`config.mk`:
```
export PLATFORM = sky130hd
export DESIGN_NAME = ctrl_fsm
export DESIGN_NICKNAME = d
export VERILOG_FILES = /design/src/rtl/ctrl_fsm.sv
export SDC_FILE = /design/constraint.sdc
export NUM_CORES = 1
export LEC_CHECK = 0
export ABC_AREA = 0
export CAP_MARGIN = 5
export CORE_MARGIN = 5
export CORE_UTILIZATION = 42
export CTS_CLUSTER_DIAMETER = 60
export DETAILED_ROUTE_END_ITERATION = 7
export GPL_ROUTABILITY_DRIVEN = 0
export PLACE_DENSITY = 0.86
export SYNTH_ARGS = -nofsm -noshare
export SYNTH_HDL_FRONTEND = slang
export SYNTH_SLANG_ARGS = --single-unit
export TNS_END_PERCENT = 20
```
`constraint.sdc`:
```
create_clock -name clk -period 4.9 [get_ports clk]
set_input_delay 0.98 -clock clk [delete_from_list [all_inputs] [get_ports clk]]
set_output_delay 0.98 -clock clk [all_outputs]
set_load 0.02 [all_outputs]
```
`src/rtl/ctrl_fsm.sv`:
```
// Fetch/decode/execute controller for the 8-bit CPU: one instruction per FETCH, DECODE, EXEC
// sequence, driving register-file selects, write-back data and next-PC.
module ctrl_fsm #(
    parameter bit HALT_ON_ILLEGAL = 1'b0
) (
    input  logic        clk,
    input  logic        rst,
    input  logic        run,
    input  logic [7:0]  pc_cur,
    input  logic [7:0]  rx_val,
    input  logic [7:0]  alu_y,
    input  logic [15:0] rom_data,
    output logic [7:0]  rom_addr,
    output logic [2:0]  d_op,
    output logic [2:0]  rx_op,
    output logic [2:0]  ry_op,
    output logic [7:0]  pc_in,
    output logic [7:0]  wb_data,
    output logic [2:0]  alu_op,
    output logic        instr_done,
    output logic        halted
);

    localparam logic [2:0] S_IDLE   = 3'd0;
    localparam logic [2:0] S_FETCH  = 3'd1;
    localparam logic [2:0] S_DECODE = 3'd2;
    localparam logic [2:0] S_EXEC   = 3'd3;
    localparam logic [2:0] S_HALT   = 3'd4;

    logic [2:0]  state_q, state_d;
    logic [15:0] ir_q, ir_d;

    logic [3:0] op_s;
    logic [2:0] d_s, x_s, y_s;
    logic [7:0] imm_s;
    logic       illegal_s;
    logic       stop_s;

    assign op_s      = ir_q[15:12];
    assign d_s       = ir_q[11:9];
    assign x_s       = ir_q[8:6];
    assign y_s       = ir_q[5:3];
    assign imm_s     = ir_q[7:0];
    assign illegal_s = (op_s >= 4'd10) && (op_s <= 4'd14);
    assign stop_s    = (op_s == 4'd15) || (illegal_s && HALT_ON_ILLEGAL);

    assign rom_addr   = pc_cur;
    assign instr_done = (state_q == S_EXEC);
    assign halted     = (state_q == S_HALT);

    // Next-state and instruction-register capture.
    always_comb begin
        state_d = state_q;
        ir_d    = ir_q;
        case (state_q)
            S_IDLE:   state_d = run ? S_FETCH : S_IDLE;
            S_FETCH:  state_d = S_DECODE;
            S_DECODE: begin
                state_d = S_EXEC;
                ir_d    = rom_data;
            end
            S_EXEC: begin
                if (stop_s) begin
                    state_d = S_HALT;
                end else begin
                    state_d = run ? S_FETCH : S_IDLE;
                end
            end
            S_HALT:   state_d = S_HALT;
            default:  state_d = S_IDLE;
        endcase
    end

    // State and IR registers.
    always_ff @(posedge clk or posedge rst) begin
        if (rst) begin
            state_q <= S_IDLE;
            ir_q    <= 16'h0000;
        end else begin
            state_q <= state_d;
            ir_q    <= ir_d;
        end
    end

    // Register-file controls; reset forces a PC load of zero on every edge.
    always_comb begin
        d_op    = 3'd6;
        rx_op   = 3'd0;
        ry_op   = 3'd0;
        alu_op  = 3'd0;
        pc_in   = pc_cur;
        wb_data = 8'h00;
        if (rst) begin
            d_op  = 3'd7;
            pc_in = 8'h00;
        end else if ((state_q == S_EXEC) && !stop_s) begin
            pc_in = pc_cur + 8'd1;
            case (op_s)
                4'd1, 4'd2, 4'd3, 4'd4, 4'd5: begin
                    rx_op   = x_s;
                    ry_op   = y_s;
                    alu_op  = op_s[2:0] - 3'd1;
                    d_op    = d_s;
                    wb_data = alu_y;
                end
                4'd6: begin
                    rx_op   = x_s;
                    ry_op   = y_s;
                    alu_op  = 3'd5;
                    d_op    = d_s;
                    wb_data = alu_y;
                end
                4'd7: begin
                    rx_op   = x_s;
                    ry_op   = y_s;
                    d_op    = d_s;
                    wb_data = imm_s;
                end
                4'd8: begin
                    rx_op   = x_s;
                    ry_op   = y_s;
                    d_op    = 3'd7;
                    wb_data = imm_s;
                end
                4'd9: begin
                    // Branch tests the register named in the d field.
                    rx_op = d_s;
                    ry_op = y_s;
                    if (rx_val == 8'h00) begin
                        d_op    = 3'd7;
                        wb_data = imm_s;
                    end else begin
                        d_op    = 3'd6;
                    end
                end
                default: begin
                    d_op = 3'd6;
                end
            endcase
        end else begin
            d_op = 3'd6;
        end
    end

endmodule

```
==> results.yml <==
status:
  status: "finished, final reports clean"
sta:
  min_period_ns: 4.22
  rsz0062_at_grt: "false"
  clock.fmax_mhz: 237
  hold_viol_final: 0
  post-route-period-util: 0.861
  worst_pin_slew_ns: 0.514
  skew_ns: 0.0138
  setup_viol: 0
  maxSlewViolCount: 0
  fin_setup_tns_ns: 0
  fin_ws_ns: 0.683
  slew_headroom: 0.657
  whs_ns: 0.519
worst_hold_path:
  min_path_type: "reg2reg"
  whs_path_depth: 1
pwr:
  peakVddDrop_uv: 287
  clkPwrFrac: 0.082
  switching_share: 0.444
  cellPowerDensity_nw_per_um2: 438
  p_int_w: 0.000562
  seqPwrFrac: 0.319
  leakage_nw: 0.905
  total_power_w: 0.00101
  switchingPower_w: 0.000448
  power_frac_comb: 0.599
clock_network:
  htreeDepth: 1
  cts_root_buf: "clkbuf_4"
  clk_latency_ns: 0.31
  clockBufferDepth: 2
  cts.sink_count: 19
  clkTransAtPathRegs_ns: 0.12
  ctsHoldBuffers: 0
  ctsResizeCount: 0
  postCtsSetupBuffers: 0
  cts_tree: "built"
  cts_buffers: 3
layout:
  post-route-util: 0.681
  area_growth_pct: 54.4
  final_common_cell: "clkdlybuf4s50_1"
  diodes: 0
  drive_gt1_frac: 0.136
  mostFrequentLayoutCells: "80 x clkdlybuf4s50_1, 19 x dfrtp_1, 13 x nor2_1, 11 x mux2_2, 9 x nand2_1"
  nets: 277
floorplanning:
  die_y_um: 69.7
  fp.dieW_um: 69.7
  core_um2: 3390
  core.rowCount: 21
  die-area_um2: 4850
  initial_utilization: 0.441
  ios: 81
yosys:
  synth.distinct_cells: 44
  syn-num-nets: 204
  avgSynthCellArea_um2: 9.58
  ys_ff_latch: 19
  synthArstFlopShare: 1.00
  synthCells: 156
  syn-cell-area_um2: 1500
  ys_seq_area_frac: 0.318
  synth_flop_cell: "dfrtp_1"
  synth-edff-count: 0
  yosys_warnings: 0
routing:
  drt_pass1_iterations: 4
  drc: 0
  wl_per_cell_um: 15.5
  postRouteAntennaNets: 0
  wirelength_mm: 4.24
  num_vias: 1385
  drt_iter0_drc: 46
  routed_via_density: 5.05
placement:
  io_buffers: 80
  dp_slack_ns: 0.675
  hpwl_mm: 3.39
worst_setup_path:
  path_buf_inv: 2
  crit_required_ns: 3.92
  path_depth: 6
  cp-start-kind: "primary input"
  critPathArrivalTime_ns: 3.24
  cpMostUsedCell: "clkdlybuf4s50_1"
  max_stage_delay_ns: 0.62
  crit_slowest_cell: "clkdlybuf4s50_1"
  path_delay_family: "buffers and inverters"
  reg2reg_depth: 5
  critical_path_class: "in2out"
  path_cells: "clkdlybuf4s50_1 -> and4bb_1 -> o221ai_4 -> a31oi_4 -> a22o_1 -> clkdlybuf4s50_1"
  critPathMaxFanout: 11
  crit_path_end_kind: "output port"
global_routing:
  grt_max_degree: 22
  track_usage: 0.175
  grt_pass1_wl_mm: 7.00
  grt_pass1_vias: 1396
  antenna_found_initial: 0
  grt_overflow: 0
flow_run:
  maxCapViolCount: 0
[power by group through the flow]
stage / registers [W] / logic [W] / clock network (W)
after global placement: 0.000323 / 0.000592 / 0
after CTS: 0.000322 / 0.000609 / 0.0000869
final: 0.000322 / 0.000605 / 0.0000829
after detailed placement: 0.000325 / 0.000606 / 0
after global routing: 0.000336 / 0.000661 / 0.0000958
after floorplan: 0.000282 / 0.000461 / 0
[cell families (layout without fill, tap and decap cells)]
group / after synthesis / in the layout / share of synthesized area
flops: 19 / 19 / 0.318
compound gates: 30 / 30 / 0.178
xor+xnor: 8 / 8 / 0.0469
fa+ha+maj: 5 / 5 / 0.0418
mux: 12 / 12 / 0.0904
buf+inv: 22 / 94 / 0.0803
simple gates: 60 / 60 / 0.244
[layout make-up]
type | count | area [µm²]
clock buffers | 3 | 22.5
well taps | 46 | 57.6
multi-input cells | 115 | 900
fillers | 270 | 1080
repair buffers | 82 | 816
clock inverters | 1 | 7.51
inverters | 8 | 30.0
flip-flops and latches | 19 | 475
[registers in the layout, summed over array words and instances (netlist names)]
name and flops:
state_q 3, ir_q 16
[routing by layer]
metal | up-vias | GRT usage | routed length, µm | part of all wire
met2 | 20 | 0.314 | 2310 | 0.55
met3 | 4 | 0.0348 | 123 | 0.029
li1 | 710 | - | - | -
met4 | 0 | 0.0319 | 24 | 0.0057
met5 | - | 0 | 0 | 0
met1 | 651 | 0.216 | 1770 | 0.42
[synth_stat cells, types with 2 or more instances]
master | n | area share
dfrtp_1 | 19 | 0.32
nor2_1 | 13 | 0.033
mux2_2 | 11 | 0.083
nand2_1 | 9 | 0.023
a22o_1 | 8 | 0.047
buf_4 | 8 | 0.040
xor2_1 | 7 | 0.041
buf_2 | 6 | 0.020
inv_1 | 6 | 0.015
and2_1 | 5 | 0.021
ha_1 | 5 | 0.042
nand4_1 | 5 | 0.021
nand3_1 | 4 | 0.013
nor3_1 | 4 | 0.013
o21ai_0 | 4 | 0.013
a22oi_1 | 3 | 0.015
and3_1 | 3 | 0.013
nand3_2 | 3 | 0.020
nor4_1 | 3 | 0.013
a21oi_1 | 2 | 0.0067
nor2b_1 | 2 | 0.0084
nor3b_2 | 2 | 0.017
o21ai_1 | 2 | 0.0067
or3_1 | 2 | 0.0084
[final timing paths]
kind	slack [ns]	startpoint	end
worst max-delay path	0.68	rst	wb_data[2]
worst min-delay path	0.52	state_q[2]	state_q[1]
worst max register to register	3.31	ir_q[12]	state_q[0]
worst min register to register	0.52	state_q[2]	state_q[1]
max in group asynchronous	3.32	rst	ir_q[5]
min in group asynchronous	1.35	rst	state_q[1]
[stage by stage]
stage	cells	area, µm²
global placement	270	2280
floorplan	156	1500
detailed placement	270	2280
global route	274	2310
finish	274	2310
CTS	274	2310
No activity file was read; power rests on OpenSTA's default activity.
